===== config.mk =====
export PLATFORM = sky130hd
export DESIGN_NAME = tri_cmd_sequencer
export DESIGN_NICKNAME = d
export VERILOG_FILES = /design/src/rtl/tri_cmd_sequencer.sv
export SDC_FILE = /design/constraint.sdc
export NUM_CORES = 1
export LEC_CHECK = 0
export ABC_AREA = 1
export CAP_MARGIN = 20
export CORE_UTILIZATION = 50
export CTS_BUF_LIST = sky130_fd_sc_hd__clkbuf_8
export DETAILED_ROUTE_END_ITERATION = 6
export PLACE_DENSITY_LB_ADDON = 0.3
export SETUP_SLACK_MARGIN = 0.02
export SYNTH_ARGS = -nofsm -noshare
export SYNTH_HDL_FRONTEND = slang
export SYNTH_SLANG_ARGS = --single-unit

===== constraint.sdc =====
create_clock -name clk -period 5.2 [get_ports clk]
set_input_delay 1.56 -clock clk [delete_from_list [all_inputs] [get_ports clk]]
set_output_delay 1.56 -clock clk [all_outputs]
set_load 0.01 [all_outputs]

===== src/rtl/tri_cmd_sequencer.sv =====
// Host word-stream parser feeding triangles to the rasteriser with a credit limit.
// Optional protocol error pulse enabled by defining TRI_CMD_ERR_CHECK_EN.
module tri_cmd_sequencer #(
    parameter logic [31:0] FRAME_START_WORD = 32'd0,
    parameter logic [31:0] FRAME_END_WORD   = 32'd1,
    parameter int          MAX_OUTSTANDING  = 4,
    parameter int          CNT_W            = 16
) (
    input  logic             clk,
    input  logic             n_rst,
    input  logic [31:0]      ahb_buffer,
    input  logic             ahb_data_available,
    output logic             ahb_user_read_buffer,
    output logic [143:0]     triangle,
    output logic [23:0]      color,
    output logic             tri_ready,
    input  logic             tri_read,
    input  logic             cf_done,
    output logic             frame_busy,
    output logic             frame_done,
    output logic [CNT_W-1:0] tri_count,
    output logic             proto_err
);

    typedef enum logic [1:0] {
        IDLE,
        COLLECT,
        PRESENT,
        DRAIN
    } state_t;

    localparam logic [3:0] MAX_O = 4'(MAX_OUTSTANDING);

    state_t     state;
    logic [2:0] idx;
    logic [3:0] outstanding;

    logic accept;
    logic handshake;
    logic cf_take;
    logic cnt_sat;
    logic credit_ok;

    always_comb begin
        credit_ok = (idx != 3'd0) || (outstanding < MAX_O);
        accept    = ahb_data_available && !ahb_user_read_buffer &&
                    ((state == IDLE) ||
                     ((state == COLLECT) && credit_ok));
        handshake = (state == PRESENT) && tri_ready && tri_read;
        cf_take   = cf_done && (outstanding != 4'd0);
        cnt_sat   = &tri_count;
    end

    always_ff @(posedge clk or negedge n_rst) begin
        if (!n_rst) begin
            state                <= IDLE;
            idx                  <= 3'd0;
            outstanding          <= 4'd0;
            ahb_user_read_buffer <= 1'b0;
            triangle             <= '0;
            color                <= '0;
            tri_ready            <= 1'b0;
            frame_busy           <= 1'b0;
            frame_done           <= 1'b0;
            tri_count            <= '0;
        end else begin
            ahb_user_read_buffer <= accept;
            frame_done           <= 1'b0;
            outstanding          <= outstanding + 4'(handshake)
                                                - 4'(cf_take);
            unique case (state)
                IDLE: begin
                    if (accept && ahb_buffer == FRAME_START_WORD) begin
                        state      <= COLLECT;
                        idx        <= 3'd0;
                        frame_busy <= 1'b1;
                        tri_count  <= '0;
                    end
                end
                COLLECT: begin
                    if (accept) begin
                        if (idx == 3'd0 && ahb_buffer == FRAME_END_WORD) begin
                            state <= DRAIN;
                        end else begin
                            unique case (idx)
                                3'd0: begin
                                    triangle[143:128] <= ahb_buffer[15:0];
                                    triangle[127:112] <= ahb_buffer[31:16];
                                end
                                3'd1: begin
                                    triangle[111:96] <= ahb_buffer[15:0];
                                    triangle[95:80]  <= ahb_buffer[31:16];
                                end
                                3'd2: begin
                                    triangle[79:64] <= ahb_buffer[15:0];
                                    triangle[63:48] <= ahb_buffer[31:16];
                                end
                                3'd3: begin
                                    triangle[47:32] <= ahb_buffer[15:0];
                                    triangle[31:16] <= ahb_buffer[31:16];
                                end
                                3'd4: begin
                                    triangle[15:0] <= ahb_buffer[15:0];
                                    color[23:16]   <= ahb_buffer[23:16];
                                    color[15:8]    <= ahb_buffer[31:24];
                                end
                                3'd5: begin
                                    color[7:0] <= ahb_buffer[7:0];
                                end
                                default: begin
                                end
                            endcase
                            if (idx == 3'd5) begin
                                idx       <= 3'd0;
                                tri_ready <= 1'b1;
                                state     <= PRESENT;
                            end else begin
                                idx <= idx + 3'd1;
                            end
                        end
                    end
                end
                PRESENT: begin
                    if (handshake) begin
                        tri_ready <= 1'b0;
                        idx       <= 3'd0;
                        state     <= COLLECT;
                        if (!cnt_sat)
                            tri_count <= tri_count + CNT_W'(1);
                    end
                end
                DRAIN: begin
                    if (outstanding == 4'd0) begin
                        frame_done <= 1'b1;
                        frame_busy <= 1'b0;
                        state      <= IDLE;
                    end
                end
                default: state <= IDLE;
            endcase
        end
    end

`ifdef TRI_CMD_ERR_CHECK_EN
    logic drop_err;
    logic cf_err;
    logic sat_err;

    always_comb begin
        drop_err = accept && (state == IDLE) &&
                   (ahb_buffer != FRAME_START_WORD);
        cf_err   = cf_done && (outstanding == 4'd0);
        sat_err  = handshake && cnt_sat;
    end

    always_ff @(posedge clk or negedge n_rst) begin
        if (!n_rst)
            proto_err <= 1'b0;
        else
            proto_err <= drop_err || cf_err || sat_err;
    end
`else
    assign proto_err = 1'b0;
`endif

endmodule


==> run metrics, run 1 <==
Worst Skew=about 0.0086 ns; Critical R2R Launch=state[1]$_DFFE_PN0P_; Synth Register Bits=between 150 and 200; worst hold path stage count=2; Hold Crit Class=flip-flop to flip-flop; async set-reset flop share out of synthesis=1.000; GRT Total Usage=0.2865; layout cells sized above 1=0.05272; Crit Path Max Fanout=36; sequential cell area=approximately 4900 um2; worst slew pin tran=between 0.9 and 1 ns; worst r2r path cells=9; Post-synth EDFFs=0; dpl cell area=between 10000 and 15000 um2; footprint of the multi-input gates=between 3000 and 4000 um2; RSZ-0062 raised after global routing=false; post-synthesis cell area=8710 um2; largest net degree at the start of global routing=83; Core ar.=16820 um2; grt ovf=0; fin crit period=roughly 3.8 ns; Mapped Nets=1066; Data required, critical path=roughly 5.5 ns; Yosys top cell area share=0.5660; biggest area consumer among synthesized cells=dfrtp_1; Hold WS=0.4761 ns; total wire length=24770 um; Worst VDD drop=0.1739 mV; Clock Tree Root=clkbuf_8; die area=~18000 um2; vias=about 7700; Hold Buf Count CTS=0; adder-cell share of the synthesized area=0.01954; Highest Clock Rate=~0.27 GHz; XOR/XNOR Fraction of Synth Area=0.01106; DRC viols=0; total setup buffers inserted after CTS=0; outcome=completed; non-filler cells, final=around 1500; Worst-Skew Late Latency=~0.47 ns; Hold Vio Cnt, Final=0; vias in the first global route=approximately 7400; Cells after Synth=between 1000 and 1500; crit end category=flip-flop; number of DRC markers in iteration 0=648; die height=approximately 130 um; post-route ant nets=0; Crit Path Class=primary input to flip-flop; max_slew headroom=0.3462; Power Dens Cells=between 200 and 300 nW/um2; Post-Route Utilization=0.6821; gp weighted congestion=0.8972; Simple-Gate Fraction of Synth Area=0.3000; CTS Buf Count=17; Initial Util=0.5179; largest family of logic cells by synthesized area=simple AND/OR/NAND/NOR gates; worst r2r dst=triangle[78]$_DFFE_PN0P_; ant diodes=0; htree depth=4; CTS tree=done; filler cell count=between 1000 and 1500; Yosys cell types=33; detailed-route wire length per cell=17.05 um; CTS Buffer Depth=2; first-pass GRT wire length=a little under 40000 um; startpoint types=primary input; multiplexer area fraction after synthesis=0; DP HPWL=17030 um; die width=around 130 um; final worst path period share=0.7244; setup TNS=0 ns; Worst Min Path Start=triangle[10]$_DFFE_PN0P_; max_cap viols=0; I/O pins=around 230; synth cell count leaders=385 x nand2_1, 197 x dfrtp_1, 151 x nand3_1; PortBufs=between 200 and 250; Syn Area/Cell=~8.6 um2; LEAKAGE=5.652 nW; clock sinks=197; Compound-Gate Fraction of Synth Area=0.03836; register area share after synthesis=0.5660; crit path DAT=~4.1 ns; # resized after CTS=0; DRT Pass-1 Iters=5; layout overhead on the synthesized area=31.72%; Reg2Reg Setup Slack=about 2.4 ns; Setup Viol. Count Final=0; initial antenna violation count=0; WHS Endpoint=triangle[10]$_DFFE_PN0P_; final net count=1270; clk slew on worst S/H paths=0.10 ns; Synth area leaders=dfrtp_1 57%, nand2_1 17%, nand3_1 8.7%, inv_1 2.7%, o21ai_0 2.5%; Synthesis Warnings=0; row count=47; top_reg_cell synth=dfrtp_1; vias per inst=about 5.3; design area=11470 um2; Pins Over Slew Limit=0; placed cells=1421; most frequent cell after synthesis=nand2_1
-- sequential cells by signal (all words and copies together), names as in the netlist --
name,count
triangle,144
color,24
frame_busy,1
tri_count,16
outstanding,4
state,2
ahb_user_read_buffer,1
frame_done,1
idx,3
tri_ready,1
-- kinds of logic after synthesis --
family          Yosys count
flops                   197
simple gates            617
compound gates           63
fa+ha+maj                13
buf+inv                 114
xor+xnor                 11
other cells               1
-- worst max-delay path: stages --
cell,delay [ns]
clkdlybuf4s50_1,0.63
nor2_1,0.09
nand2_1,0.07
nor2_1,0.04
nand2_1,0.20
nor2_4,0.10
nor3_4,0.75
buf_4,0.49
o21ai_0,0.16
-- cell type report --
class	count	area share
Inverter	64	0.02094
Multi-Input combinational cell	705	0.2829
Sequential cell	197	0.4297
Clock inverter	12	0.01440
Tap cell	220	0.02399
Timing Repair Buffer	235	0.2041
Clock buffer	20	0.02399
-- report_power, final --
part / switching, W / leakage (nW) / internal (W)
Clock: 0.000558 / 0.218 / 0.000523
Combinational: 0.000176 / 2.86 / 0.000141
Sequential: 0.0000273 / 2.58 / 0.00158
Total: 0.000761 / 5.65 / 0.00224
-- through the flow --
step                setup WS, ns  power (W)
floorplan                  2.387   0.001786
global placement           1.035   0.001946
detailed placement        0.9813   0.001957
CTS                        1.465   0.003017
global route               1.214   0.003115
finish                     1.433   0.003003
-- how the worst max path moves through the flow --
stage | start | end | slack, ns | cells past startpoint
2_1_floorplan | cf_done | outstanding[2]$_DFF_PN0_ | 2.39 | 7
3_3_place_gp | ahb_buffer[12] | triangle[47]$_DFFE_PN0P_ | 1.04 | 10
3_5_place_dp | ahb_buffer[4] | triangle[40]$_DFFE_PN0P_ | 0.98 | 9
4_1_cts | ahb_buffer[6] | triangle[40]$_DFFE_PN0P_ | 1.47 | 9
5_1_grt | ahb_buffer[24] | triangle[47]$_DFFE_PN0P_ | 1.21 | 10
6_report | ahb_buffer[6] | triangle[40]$_DFFE_PN0P_ | 1.43 | 9
-- placed cells by master (no fill, tap or decap), drive strengths merged --
cell	Yosys	layout
nor4	1	1
conb	1	1
nand3	151	151
nand3b	2	2
nor3	6	6
bufinv	0	3
buf	44	11
nand2	392	392
clkinv	0	3
nand4	2	2
a21boi	1	1
clkinvlp	0	2
ha	12	12
clkbuf	6	21
clkdlybuf4s50	0	223
o21ai	57	57
fa	1	1
nor3b	1	1
a21oi	3	3
xnor2	4	4
o21bai	2	2
nor2	62	62
inv	64	68
dfrtp	197	197
xor2	7	7
-- layer usage --
layer / global-route usage / routed length, um / vias to the layer above
met5: 0 / 0 / -
met4: 0.1162 / 687 / 0
met3: 0.06236 / 1987 / 41
met2: 0.4447 / 11470 / 344
met1: 0.3920 / 10630 / 3725
li1: - / - / 3634
Note: power is estimated with default switching activity, not from simulation.
==> run 2, diff against run 1 <==
clock period = 3.47 ns   (was 5.2 ns; I/O delays follow)
==> run metrics, run 2 (same netlist as run 1, synthesis figures left out) <==
sequential cell area=4930 um2; ant diodes=0; post-route ant nets=0; CTS Buf Count=17; Worst path most repeated cell=nand2_1; DRT Pass-1 Iters=5; Worst Skew=between 0.01 and 0.015 ns; outcome=completed; Worst Path Buf+Inv=3; total setup buffers inserted after CTS=0; CP top delay family=simple AND/OR/NAND/NOR gates; Worst-Skew Late Latency=~0.47 ns; worst r2r path cells=9; crit path DAT=3.35 ns; Worst Min Path Start=color[23]$_DFFE_PN0P_; CTS Buffer Depth=2; footprint of the multi-input gates=3246 um2; Core ar.=~17000 um2; grt ovf=0; Pins Over Slew Limit=0; I/O pins=between 200 and 250; Power Dens Cells=366.7 nW/um2; Reg2Reg Setup Slack=just under 1 ns; CP Cell Sequence=clkdlybuf4s50_1 > inv_1 > nand2_1 > nor2_1 > nand2_1 > nor2_4 > nor3_4 > buf_12 > nand2_1 > o21ai_0; startpoint types=primary input; die area=roughly 18000 um2; Hold Vio Cnt, Final=0; Design Power=around 0.0043 W; Data required, critical path=roughly 3.9 ns; PortBufs=about 220; Hold Buf Count CTS=0; placed cells=around 1500; die height=around 130 um; Highest Clock Rate=0.3386 GHz; commonest non-fill, non-tap cell in the layout=nand2_1; initial antenna violation count=1; Largest Register=triangle; layout cells sized above 1=0.08176; die width=134.0 um; crit end category=flip-flop; WP depth=10; Clock Tree Root=clkbuf_8; DP HPWL=17750 um; number of flip-flops in the largest register=around 140; vias per inst=~5.2; RSZ-0062 raised after global routing=false; non-filler cells, final=1492; # resized after CTS=0; Top Registers=triangle: 144 flops, color: 24 flops, tri_count: 16 flops; first-pass GRT wire length=39410 um; vias=between 7000 and 8000; setup TNS=0 ns; total wire length=between 20000 and 25000 um; pre-CTS setup slack=~0.065 ns; Post-Route Utilization=0.6979; LEAKAGE=5.829 nW; Critical R2R Launch=state[1]$_DFFE_PN0P_; most frequent cells in the layout=385 x nand2_1, 223 x clkdlybuf4s50_1, 197 x dfrtp_1; number of DRC markers in iteration 0=roughly 560; detailed-route wire length per cell=roughly 17 um; worst slew pin tran=around 1.0 ns; final worst setup slack=0.5169 ns; Worst VDD drop=roughly 0.27 mV; CP Launch Point=ahb_buffer[14]; max_slew headroom=0.3056; Crit Path Class=primary input to flip-flop; final worst path period share=0.8510; Initial Util=0.5179; GRT Total Usage=0.2868; final net count=roughly 1300; layout overhead on the synthesized area=34.77%; Crit Path Max Fanout=38; clock sinks=197; vias in the first global route=~7300; htree depth=4; clk slew on worst S/H paths=approximately 0.10 ns; DRC viols=0; crit path to=triangle[43]$_DFFE_PN0P_; Hold Crit Class=flip-flop to flip-flop; worst r2r dst=triangle[43]$_DFFE_PN0P_; max_cap viols=0; row count=47; filler cell count=around 1400; Setup Viol. Count Final=0; largest net degree at the start of global routing=between 80 and 90; gp weighted congestion=~0.92; slowest CP cell=nor3_4; CTS tree=done; fin crit period=2.953 ns; Worst path max stage delay=just under 0.8 ns
## run 2: changes by cell type in the layout (fill, tap and decap cells not counted), moves of 2 or more
cell / before / now
bufinv_16: 3 / 0
buf_4: 10 / 45
inv_6: 3 / 5
buf_12: 1 / 5
clkinv_2: 1 / 3
clkbuf_8: 21 / 19
## run 2: through the flow
stage	cell area (um2)	hold WS (ns)
after floorplan	8710	0.4794
after detailed placement	11370	0.4572
after CTS	11740	0.4801
final	11740	0.4778
after global placement	11370	0.4526
after global routing	11740	0.4899
## run 2: routing by layer
metal  vias up  GRT usage  share of wire  routed length [um]
li1       3710          -              -                   -
met1      3712     0.3955           0.42               10480
met2       344     0.4355           0.46               11520
met3        55    0.06576          0.084                2105
met4         2     0.1250          0.034                 839
met5         -          0        0.00052                  13
## run 2: power breakdown
| group | internal, W | leakage [nW] | switching (W) |
|---|---|---|---|
| clock network | 0.000535 | 0.188 | 0.000851 |
| logic | 0.000234 | 3.06 | 0.000278 |
| registers | 0.00236 | 2.58 | 0.0000412 |
## run 2: how the worst min path moves through the flow
stage                                      endpoint  slack [ns]  depth (start not counted)
after floorplan            outstanding[0]$_DFF_PN0_        0.48                          1
after global placement     triangle[92]$_DFFE_PN0P_        0.45                          2
after detailed placement  triangle[122]$_DFFE_PN0P_        0.46                          2
after CTS                     color[23]$_DFFE_PN0P_        0.48                          2
after global routing          color[23]$_DFFE_PN0P_        0.49                          2
final                         color[23]$_DFFE_PN0P_        0.48                          2
## run 2: layout make-up
cell class                 count  area share
sequential                   197      0.4200
multi-input combinational    705      0.2765
timing repair buffer         274      0.2287
tap                          220     0.02345
clock buffer                  18     0.02111
inverter                      64     0.02047
clock inverter                14    0.009807
## run 2: tightest hold or removal path: stages, from the launching register on
cell	delay, ns
dfrtp_1	0.35
nand2_1	0.05
nand2_1	0.05
